[config.mk]
export PLATFORM = sky130hd
export DESIGN_NAME = pipeline_hazard_controller
export DESIGN_NICKNAME = d
export VERILOG_FILES = /design/src/rtl/pipeline_ctrl_pkg.sv /design/src/rtl/pipeline_hazard_controller_load_use_detector.sv /design/src/rtl/pipeline_hazard_controller.sv
export SDC_FILE = /design/constraint.sdc
export NUM_CORES = 1
export LEC_CHECK = 0
export ABC_AREA = 1
export CORE_AREA = 2 2 39 41
export DETAILED_ROUTE_END_ITERATION = 10
export DIE_AREA = 0 0 41 43
export GPL_TIMING_DRIVEN = 0
export PLACE_DENSITY = 0.7
export SYNTH_ARGS = -nofsm -noshare
export SYNTH_HDL_FRONTEND = slang
export SYNTH_SLANG_ARGS = --single-unit
[constraint.sdc]
create_clock -name clk -period 1.6 [get_ports clk]
set_input_delay 0.4 -clock clk [delete_from_list [all_inputs] [get_ports clk]]
set_output_delay 0.4 -clock clk [all_outputs]
set_load 0.005 [all_outputs]
[src/rtl/pipeline_ctrl_pkg.sv]
// Shared types and constants for the pipeline hazard controller.
// Holds the controller state encoding, the x0 register index and the
// width of the stall/flush down-counter, plus a saturating increment used
// by the optional performance counters (PIPELINE_PERF_COUNTERS_EN).
package pipeline_ctrl_pkg;

    typedef enum logic [1:0] {
        RUN         = 2'd0,
        LOAD_STALL  = 2'd1,
        FLUSH       = 2'd2,
        STDOUT_WAIT = 2'd3
    } ctrl_state_t;

    localparam logic [4:0] REG_ZERO    = 5'd0;
    localparam int         STALL_CNT_W = 4;
    localparam int         PERF_CNT_W  = 32;

    // Increment that sticks at all-ones instead of wrapping to zero.
    function automatic logic [PERF_CNT_W-1:0] satInc(input logic [PERF_CNT_W-1:0] value);
        satInc = (&value) ? value : value + 1'b1;
    endfunction

endpackage

[src/rtl/pipeline_hazard_controller_load_use_detector.sv]
// Load-use hazard detector: flags when the instruction in EX is a load
// whose destination is a source that the ID instruction actually reads.
// Writes to x0 never create a hazard because x0 is hardwired to zero.
module load_use_detector
    import pipeline_ctrl_pkg::*;
(
    input  logic [4:0] i_id_rs1_address,
    input  logic [4:0] i_id_rs2_address,
    input  logic       i_id_rs1_used,
    input  logic       i_id_rs2_used,
    input  logic [4:0] i_ex_rd_address,
    input  logic       i_ex_reg_write_enable,
    input  logic       i_ex_is_load,
    output logic       o_hazard
);

    logic w_rs1_match;
    logic w_rs2_match;
    logic w_load_writes_reg;

    // Compare each used source against the pending load destination.
    always_comb begin
        w_rs1_match       = i_id_rs1_used & (i_id_rs1_address == i_ex_rd_address);
        w_rs2_match       = i_id_rs2_used & (i_id_rs2_address == i_ex_rd_address);
        w_load_writes_reg = i_ex_is_load & i_ex_reg_write_enable & (i_ex_rd_address != REG_ZERO);
        o_hazard          = w_load_writes_reg & (w_rs1_match | w_rs2_match);
    end

endmodule

[src/rtl/pipeline_hazard_controller.sv]
// Central stall/flush sequencer for the 5-stage core.
// Produces the pipeline-register write enables, the IF/ID flush and the
// ID/EX bubble from load-use hazards, EX-resolved redirects and stdout
// back-pressure. Priority: stdout freeze > redirect > load-use.
// Optional macro PIPELINE_PERF_COUNTERS_EN adds saturating 32-bit counters
// of load-stall, flush and stdout-wait cycles.
module pipeline_hazard_controller
    import pipeline_ctrl_pkg::*;
#(
    parameter int LOAD_USE_STALL_CYCLES = 1,
    parameter int FLUSH_CYCLES          = 1
)
(
    input  logic       clk,
    input  logic       reset,
    input  logic [4:0] id_rs1_address,
    input  logic [4:0] id_rs2_address,
    input  logic       id_rs1_used,
    input  logic       id_rs2_used,
    input  logic [4:0] ex_rd_address,
    input  logic       ex_reg_write_enable,
    input  logic       ex_is_load,
    input  logic       ex_redirect,
    input  logic       ex_stdout_write_enable,
    input  logic       stdout_busy,
    output logic       pc_write_enable,
    output logic       if_id_write_enable,
    output logic       if_id_flush,
    output logic       id_ex_write_enable,
    output logic       id_ex_bubble,
    output logic       ex_mem_write_enable,
    output logic [1:0] ctrl_state
`ifdef PIPELINE_PERF_COUNTERS_EN
    ,
    output logic [31:0] load_stall_count,
    output logic [31:0] flush_count,
    output logic [31:0] stdout_wait_count
`endif
);

    // The first stall/flush cycle is spent in RUN, so the counter is loaded
    // with (cycles - 2) and counts down to zero inclusive.
    localparam int LOAD_RELOAD_INT  = (LOAD_USE_STALL_CYCLES > 1) ? LOAD_USE_STALL_CYCLES - 2 : 0;
    localparam int FLUSH_RELOAD_INT = (FLUSH_CYCLES > 1) ? FLUSH_CYCLES - 2 : 0;
    localparam logic [STALL_CNT_W-1:0] LOAD_RELOAD  = STALL_CNT_W'(LOAD_RELOAD_INT);
    localparam logic [STALL_CNT_W-1:0] FLUSH_RELOAD = STALL_CNT_W'(FLUSH_RELOAD_INT);

    ctrl_state_t            r_state;
    logic [STALL_CNT_W-1:0] r_cnt;

    ctrl_state_t            w_next_state;
    logic [STALL_CNT_W-1:0] w_next_cnt;
    logic                   w_hazard;
    logic                   w_freeze;
    logic                   w_pc_we;
    logic                   w_if_id_we;
    logic                   w_if_id_flush;
    logic                   w_id_ex_we;
    logic                   w_id_ex_bubble;
    logic                   w_ex_mem_we;

    load_use_detector u_load_use_detector (
        .i_id_rs1_address      (id_rs1_address),
        .i_id_rs2_address      (id_rs2_address),
        .i_id_rs1_used         (id_rs1_used),
        .i_id_rs2_used         (id_rs2_used),
        .i_ex_rd_address       (ex_rd_address),
        .i_ex_reg_write_enable (ex_reg_write_enable),
        .i_ex_is_load          (ex_is_load),
        .o_hazard              (w_hazard)
    );

    assign w_freeze = ex_stdout_write_enable & stdout_busy;

    // Output decode and next-state selection from the current state and inputs.
    always_comb begin
        w_next_state   = r_state;
        w_next_cnt     = r_cnt;
        w_pc_we        = 1'b1;
        w_if_id_we     = 1'b1;
        w_if_id_flush  = 1'b0;
        w_id_ex_we     = 1'b1;
        w_id_ex_bubble = 1'b0;
        w_ex_mem_we    = 1'b1;
        unique case (r_state)
            RUN: begin
                if (w_freeze) begin
                    w_pc_we      = 1'b0;
                    w_if_id_we   = 1'b0;
                    w_id_ex_we   = 1'b0;
                    w_ex_mem_we  = 1'b0;
                    w_next_state = STDOUT_WAIT;
                end else if (ex_redirect) begin
                    w_if_id_flush  = 1'b1;
                    w_id_ex_bubble = 1'b1;
                    if (FLUSH_CYCLES > 1) begin
                        w_next_state = FLUSH;
                        w_next_cnt   = FLUSH_RELOAD;
                    end
                end else if (w_hazard) begin
                    w_pc_we        = 1'b0;
                    w_if_id_we     = 1'b0;
                    w_id_ex_bubble = 1'b1;
                    if (LOAD_USE_STALL_CYCLES > 1) begin
                        w_next_state = LOAD_STALL;
                        w_next_cnt   = LOAD_RELOAD;
                    end
                end
            end
            LOAD_STALL: begin
                w_pc_we        = 1'b0;
                w_if_id_we     = 1'b0;
                w_id_ex_bubble = 1'b1;
                if (r_cnt == '0) begin
                    w_next_state = RUN;
                end else begin
                    w_next_cnt = r_cnt - 1'b1;
                end
            end
            FLUSH: begin
                w_if_id_flush  = 1'b1;
                w_id_ex_bubble = 1'b1;
                if (r_cnt == '0) begin
                    w_next_state = RUN;
                end else begin
                    w_next_cnt = r_cnt - 1'b1;
                end
            end
            STDOUT_WAIT: begin
                if (stdout_busy) begin
                    w_pc_we     = 1'b0;
                    w_if_id_we  = 1'b0;
                    w_id_ex_we  = 1'b0;
                    w_ex_mem_we = 1'b0;
                end else begin
                    w_next_state = RUN;
                end
            end
            default: begin
                w_next_state = RUN;
                w_next_cnt   = '0;
            end
        endcase
    end

    // Reset forces every enable, flush and bubble low so nothing is captured.
    always_comb begin
        pc_write_enable     = w_pc_we        & ~reset;
        if_id_write_enable  = w_if_id_we     & ~reset;
        if_id_flush         = w_if_id_flush  & ~reset;
        id_ex_write_enable  = w_id_ex_we     & ~reset;
        id_ex_bubble        = w_id_ex_bubble & ~reset;
        ex_mem_write_enable = w_ex_mem_we    & ~reset;
        ctrl_state          = reset ? 2'd0 : r_state;
    end

    // State and down-counter registers; reset lands in RUN with no pending stall.
    always_ff @(posedge clk or posedge reset) begin
        if (reset) begin
            r_state <= RUN;
            r_cnt   <= '0;
        end else begin
            r_state <= w_next_state;
            r_cnt   <= w_next_cnt;
        end
    end

`ifdef PIPELINE_PERF_COUNTERS_EN
    logic        w_stdout_cyc;
    logic        w_load_cyc;
    logic [31:0] r_load_stall_count;
    logic [31:0] r_flush_count;
    logic [31:0] r_stdout_wait_count;

    // Attribute each lost cycle to the single cause that owns it.
    always_comb begin
        w_stdout_cyc = ~pc_write_enable &
                       ((r_state == STDOUT_WAIT) | ((r_state == RUN) & w_freeze));
        w_load_cyc   = ~pc_write_enable & ~w_stdout_cyc &
                       ((r_state == LOAD_STALL) | (r_state == RUN));
    end

    // Saturating event counters, cleared by reset.
    always_ff @(posedge clk or posedge reset) begin
        if (reset) begin
            r_load_stall_count  <= '0;
            r_flush_count       <= '0;
            r_stdout_wait_count <= '0;
        end else begin
            if (w_load_cyc)   r_load_stall_count  <= satInc(r_load_stall_count);
            if (if_id_flush)  r_flush_count       <= satInc(r_flush_count);
            if (w_stdout_cyc) r_stdout_wait_count <= satInc(r_stdout_wait_count);
        end
    end

    assign load_stall_count  = r_load_stall_count;
    assign flush_count       = r_flush_count;
    assign stdout_wait_count = r_stdout_wait_count;
`else
    // Without performance counters the controller exposes only the pipeline controls.
`endif

endmodule

==> results of run 1 <==
==> layout make-up <==
class	instances	area, um^2
timing repair buffer	33	304.0
fill	164	670.6
buffer	3	26.28
tap	16	20.02
inverter	19	78.83
multi-input combinational	55	259.0
sequential	1	25.02
==> logic make-up (layout without fill, tap and decap cells) <==
family	after synthesis	in the layout
AOI/OAI and AO/OA	1	1
buffers and inverters	22	55
DFF	1	1
and+or+nand+nor	54	54
==> power groups by stage <==
stage / registers, W / clock network (W) / logic [W]
2_1_floorplan: 0.0000290 / 0 / 0.0000647
3_3_place_gp: 0.0000291 / 0 / 0.000165
3_5_place_dp: 0.0000292 / 0 / 0.000168
4_1_cts: 0.0000292 / 0 / 0.000159
5_1_grt: 0.0000296 / 0 / 0.000195
6_report: 0.0000295 / 0 / 0.000176
==> per-layer routing <==
layer / global-route usage [%] / vias up / routed length (um)
met5: 0 / - / 0
met4: 0 / 0 / 0
met3: 1.047 / 0 / 111
met2: 23.75 / 23 / 573
met1: 17.52 / 228 / 382
li1: - / 287 / -
==> through the flow <==
stage | hold slack, ns | instance area [um^2] | setup WS [ns] | total power (W)
after floorplan | 0.1372 | 340.3 | 0.1742 | 0.00009368
after global placement | 0.4959 | 670.6 | -0.8788 | 0.0001944
after detailed placement | 0.5050 | 670.6 | -0.9045 | 0.0001971
after CTS | 0.2868 | 648.1 | -0.07461 | 0.0001882
after global routing | 0.2933 | 713.2 | -0.1517 | 0.0002249
final | 0.2858 | 713.2 | -0.05916 | 0.0002058
==> layout by cell type (no fill, tap or decap) <==
master,Yosys,final
nor2_1,10,8
inv_4,0,3
clkdlybuf4s15_1,0,4
nand4_1,1,1
nor2_2,1,3
inv_2,7,5
nand2_1,37,26
buf_2,0,8
dlygate4sd2_1,0,6
buf_6,0,12
buf_4,3,3
buf_8,0,2
clkinv_1,1,1
nand3_1,5,5
clkdlybuf4s50_1,0,1
dfrtp_1,1,1
nand2_2,0,11
o31ai_2,0,1
inv_1,11,10
==> timing repair <==
item	4_1_cts	5_1_grt
buffers inserted	1	1
setup endpoints to repair	8	5
gates resized for setup	111	18
pin swaps	30	25
==> final timing paths <==
kind	slack, ns	endpoint	start	cells after the start
max in group asynchronous	1.22	r_state[0]	reset	2
min in group clk	0.52	r_state[0]	r_state[0]	2
min reg2reg	0.52	r_state[0]	r_state[0]	2
max	-0.06	pc_write_enable	id_rs2_used	10
max reg2reg	0.97	r_state[0]	r_state[0]	2
min	0.29	r_state[0]	reset	2
==> run_results.csv, run 1 <==
group,metric,value,unit
synth,synth_edf_count,0,
grt,grt_max_degree,5,
drt,ant_nets,0,
cells_and_area,largest_reg_flops,1,
sta,final.setup.tns,-0.05916,ns
cells_and_area,layout.nets,137,
setup_path,arrival,1.26,ns
synth,synthTopCellsByArea,"nand2_1, inv_1, nor2_1",
floorplanning,dieArea,1763,um^2
setup_path,cp-start-kind,"primary input",
synth,async_flop_share,100.0,%
synth,synth.most_common_cell,"nand2_1",
power,p_switching,0.00007688,W
setup_path,crit_top_cell,"nand2_1",
setup_path,cp.required,1.20,ns
min_path,min_path_type,"in2async",
floorplanning,rows,14,
synth,synthAdderAreaFrac,0,%
power,power.internal,0.0001290,W
synth,yosys_warnings,0,
power,ir_drop,0.1856,mV
cells_and_area,fin_util,51.54,%
power,leakagePower,0.4473,nW
sta,post-route-min-period,1.659,ns
job,drv_cap,0,
synth,post_synth_num_cell_types,11,
grt,grt-ovfl-total,0,
setup_path,critical-path-top-delay-family,"simple AND/OR/NAND/NOR gates",
power,power.density,288.6,nW/um^2
power,combPwrFrac,85.7,%
synth,yosys.area.top_type,"nand2_1",
cells_and_area,syn2layout_area_growth,109.6,%
placement,portBuffers,31,
floorplanning,die_h,43,um
cells_and_area,reg_top3,"r_state (1)",
clock_tree,clk_latency,0,ns
grt,grt.total_usage,13.31,%
sta,slew_violations,0,
cells_and_area,drive_above_1_share,43.24,%
drt,detail_route.wl_per_cell,8.394,um
sta,fin_ws,-0.05916,ns
grt,antenna_found_initial,0,
cells_and_area,top_register,"r_state",
drt,via_per_inst,4.236,
synth,syn-num-nets,102,
synth,synth-xor-area-share,0,%
drt,vias,538,
setup_path,critPathBufInv,3,
drt,route.detailed.drc,0,
sta,post-route-period-util,103.7,%
setup_path,path_class,"in2out",
cells_and_area,n_antenna_cell,0,
sta,tightest_slew,0.2021,ns
placement,dpl.cell_count,125,
grt,grt_pass1_wl,1.773,mm
synth,syn_area_per_cell,4.363,um^2
floorplanning,fp.dieW,41,um
clock_tree,clkSlewWorstSetupHoldPaths,0,ns
sta,max_freq,602.7,MHz
sta,rsz0062_at_grt,"true",
placement,gp_routability_congestion,0.6889,
synth,synth_cells,78,
grt,grt_pass1_vias,506,
setup_path,cp-end-kind,"output pin",
synth,ys.flop_type,"dfrtp_1",
sta,fin_worst_skew,0,ns
power,swShare,37.35,%
sta,setup_viol,1,
power,pwr-share-seq,14.3,%
setup_path,cpPeakStageDelay,0.16,ns
clock_tree,cts_hold_buf,0,
synth,synth-simple-area-share,62.87,%
sta,hold_viol_final,0,
floorplanning,core_area,1384,um^2
run_status,status,"finished, violations left",
setup_path,crit_chain,"clkdlybuf4s15_1 -> nand2_1 -> nor2_1 -> nand3_1 -> nand2_1 -> nand2_1 -> nand2_1 -> nand2_2 -> buf_6 -> buf_6",
run_status,violations,"negative setup slack",
setup_path,crit_path_max_fanout,2,
floorplanning,io_pins,32,
synth,syn-cell-area,340.3,um^2
power,clockPowerShare,0,%
synth,synthMuxAreaShare,0,%
synth,synth_top_area_share,40.81,%
floorplanning,start_util,24.59,%
synth,ys_ff_latch,1,
drt,drtIter0Drc,3,
synth,yosys-top-cells-count,"nand2_1, inv_1, nor2_1",
drt,drtPass1Iterations,4,
drt,routed_wl,1.066,mm
sta,relSlewSlack,86.45,%
setup_path,cpMaxStageDelayCell,"clkdlybuf4s15_1",
cells_and_area,fin_cells,127,
placement,hpwl,851.6,um
synth,synth_top_family_by_area,"simple AND/OR/NAND/NOR gates",
synth,synth_compound_area_share,2.206,%
synth,yosysSeqAreaShare,7.353,%
No activity file was read; power rests on OpenSTA's default activity.
==> run 2, diff against run 1 <==
--- a/config.mk
+++ b/config.mk
@@ -11,6 +11,7 @@
 export DIE_AREA = 0 0 41 43
 export GPL_TIMING_DRIVEN = 0
 export PLACE_DENSITY = 0.7
+export SKIP_CTS_REPAIR_TIMING = 1
 export SYNTH_ARGS = -nofsm -noshare
 export SYNTH_HDL_FRONTEND = slang
 export SYNTH_SLANG_ARGS = --single-unit
==> run_results.csv, run 2 (synthesis results as in run 1) <==
group,metric,value,unit
sta,setup_viol,2,
setup_path,cp-startpoint,"ex_rd_address[0]",
sta,post-route-period-util,104.9,%
cells_and_area,drive_above_1_share,44.14,%
placement,dp_worst_setup_slack,-0.9045,ns
floorplanning,core_area,1384,um^2
cells_and_area,fillers,147,
sta,post-route-min-period,1.678,ns
setup_path,ff2ff_setup_slack,0.95,ns
setup_path,cp.required,1.20,ns
sta,relSlewSlack,86.98,%
grt,grt_pass1_wl,1.552,mm
setup_path,arrival,1.28,ns
power,swShare,37.46,%
placement,gp_routability_congestion,0.6889,
cells_and_area,layout_common_cells,"nand2_1, dlymetal6s2s_1, nand2_2, inv_1, buf_6",
setup_path,cpMaxStageDelayCell,"buf_6",
cells_and_area,layout.nets,137,
sta,hold_viol_final,0,
sta,tightest_slew,0.1953,ns
run_status,violations,"negative setup slack",
setup_path,cp-end-kind,"output pin",
drt,vias,547,
setup_path,crit_end,"pc_write_enable",
run_status,status,"finished, violations left",
setup_path,reg2reg_depth,2,
job,drv_cap,0,
drt,detail_route.wl_per_cell,8.520,um
power,combPwrFrac,86.7,%
power,leakagePower,0.5657,nW
cells_and_area,layout_commonest_cell,"nand2_1",
floorplanning,io_pins,32,
cells_and_area,largest_reg_flops,1,
sta,slew_violations,0,
grt,grtUsageMet1,13.38,%
grt,grt_max_degree,5,
grt,grt_pass1_vias,467,
setup_path,crit_chain,"buf_6 -> inv_2 -> nand2_1 -> nand2_1 -> nor2_2 -> nand3_1 -> nand2_1 -> nand2_1 -> nand2_1 -> nand2_2 -> buf_6 -> buf_6",
grt,met2_usage,22.81,%
clock_tree,clkSlewWorstSetupHoldPaths,0,ns
drt,drtPass1Iterations,4,
clock_tree,clk_latency,0,ns
floorplanning,dieArea,1763,um^2
cells_and_area,syn2layout_area_growth,129.8,%
grt,grt.met3_usage,1.047,%
cells_and_area,reg_top3,"r_state (1)",
floorplanning,rows,14,
sta,rsz0062_at_grt,"true",
grt,grt.total_usage,11.71,%
setup_path,rr_endpoint,"r_state[0]",
floorplanning,die_h,43,um
min_path,min_path_type,"in2async",
power,ir_drop,0.1839,mV
power,clockPowerShare,0,%
power,p_total,0.0002227,W
drt,via_per_inst,4.307,
drt,route.detailed.drc,0,
cells_and_area,n_antenna_cell,0,
sta,fin_ws,-0.07844,ns
power,pwr-share-seq,13.3,%
drt,routed_wl,1.082,mm
setup_path,cpPeakStageDelay,0.11,ns
sta,final.setup.tns,-0.09543,ns
cells_and_area,top_register,"r_state",
power,power.internal,0.0001393,W
setup_path,path_class,"in2out",
drt,drtIter0Drc,4,
floorplanning,fp.dieW,41,um
sta,fin_worst_skew,0,ns
placement,portBuffers,31,
setup_path,cp-start-kind,"primary input",
floorplanning,start_util,24.59,%
power,power.density,284.7,nW/um^2
grt,grt-busiest-layer,"met2",
setup_path,crit-reg2reg-launch,"r_state[0]",
grt,grt-ovfl-total,0,
setup_path,crit_top_cell,"nand2_1",
setup_path,crit_path_max_fanout,4,
sta,holdWs,0.3274,ns
power,p_switching,0.00008340,W
grt,antenna_found_initial,0,
drt,ant_nets,0,
placement,hpwl,851.6,um
sta,max_freq,595.8,MHz
## run 2: layout make-up
type	instances	area, um^2	area share, %
inverter	19	78.83	10.08
buffer	3	26.28	3.360
tap	16	20.02	2.560
multi-input combinational	55	285.3	36.48
timing repair buffer	33	346.6	44.32
sequential	1	25.02	3.200
## run 2: how the worst min path moves through the flow
stage               start          to  slack (ns)  cells after the start
2_1_floorplan       reset  r_state[0]        0.14                      1
3_3_place_gp   r_state[0]  r_state[0]        0.50                      2
3_5_place_dp   r_state[0]  r_state[0]        0.51                      2
4_1_cts        r_state[0]  r_state[0]        0.51                      2
5_1_grt             reset  r_state[0]        0.34                      2
6_report            reset  r_state[0]        0.33                      2
## run 2: worst max-delay path, delay by kind of cell
kind                   cells  cell delay [ns]
buffers and inverters      4             0.32
AND/OR/NAND/NOR            8             0.55
## run 2: per-stage QoR
step / instances / cell area, um^2 / utilization (%)
floorplan: 78 / 340.3 / -
global placement: 125 / 670.6 / 48.46
detailed placement: 125 / 670.6 / 48.46
CTS: 125 / 670.6 / 48.46
global route: 127 / 782.0 / 56.51
finish: 127 / 782.0 / 56.51
## run 2: routing by layer
metal / wire, um / part of all wire (%)
met4: 0 / 0
met1: 423 / 39
met2: 571 / 53
met3: 87 / 8.0
met5: 0 / 0
## run 2: power by group through the flow
| stage | logic, W | registers [W] | clock network [W] |
|---|---|---|---|
| finish | 0.000193 | 0.0000296 | 0 |
| global route | 0.000212 | 0.0000297 | 0 |
| CTS | 0.000169 | 0.0000292 | 0 |
| detailed placement | 0.000168 | 0.0000292 | 0 |
| global placement | 0.000165 | 0.0000291 | 0 |
| floorplan | 0.0000647 | 0.0000290 | 0 |
==> run 3, diff against run 2 <==
--- a/config.mk
+++ b/config.mk
@@ -7,6 +7,7 @@
 export LEC_CHECK = 0
 export ABC_AREA = 1
 export CORE_AREA = 2 2 39 41
+export CTS_CLUSTER_DIAMETER = 150
 export DETAILED_ROUTE_END_ITERATION = 10
 export DIE_AREA = 0 0 41 43
 export GPL_TIMING_DRIVEN = 0
==> results of run 3 <==
Same layout as run 2: the final DEF is identical, and so are final timing and power.
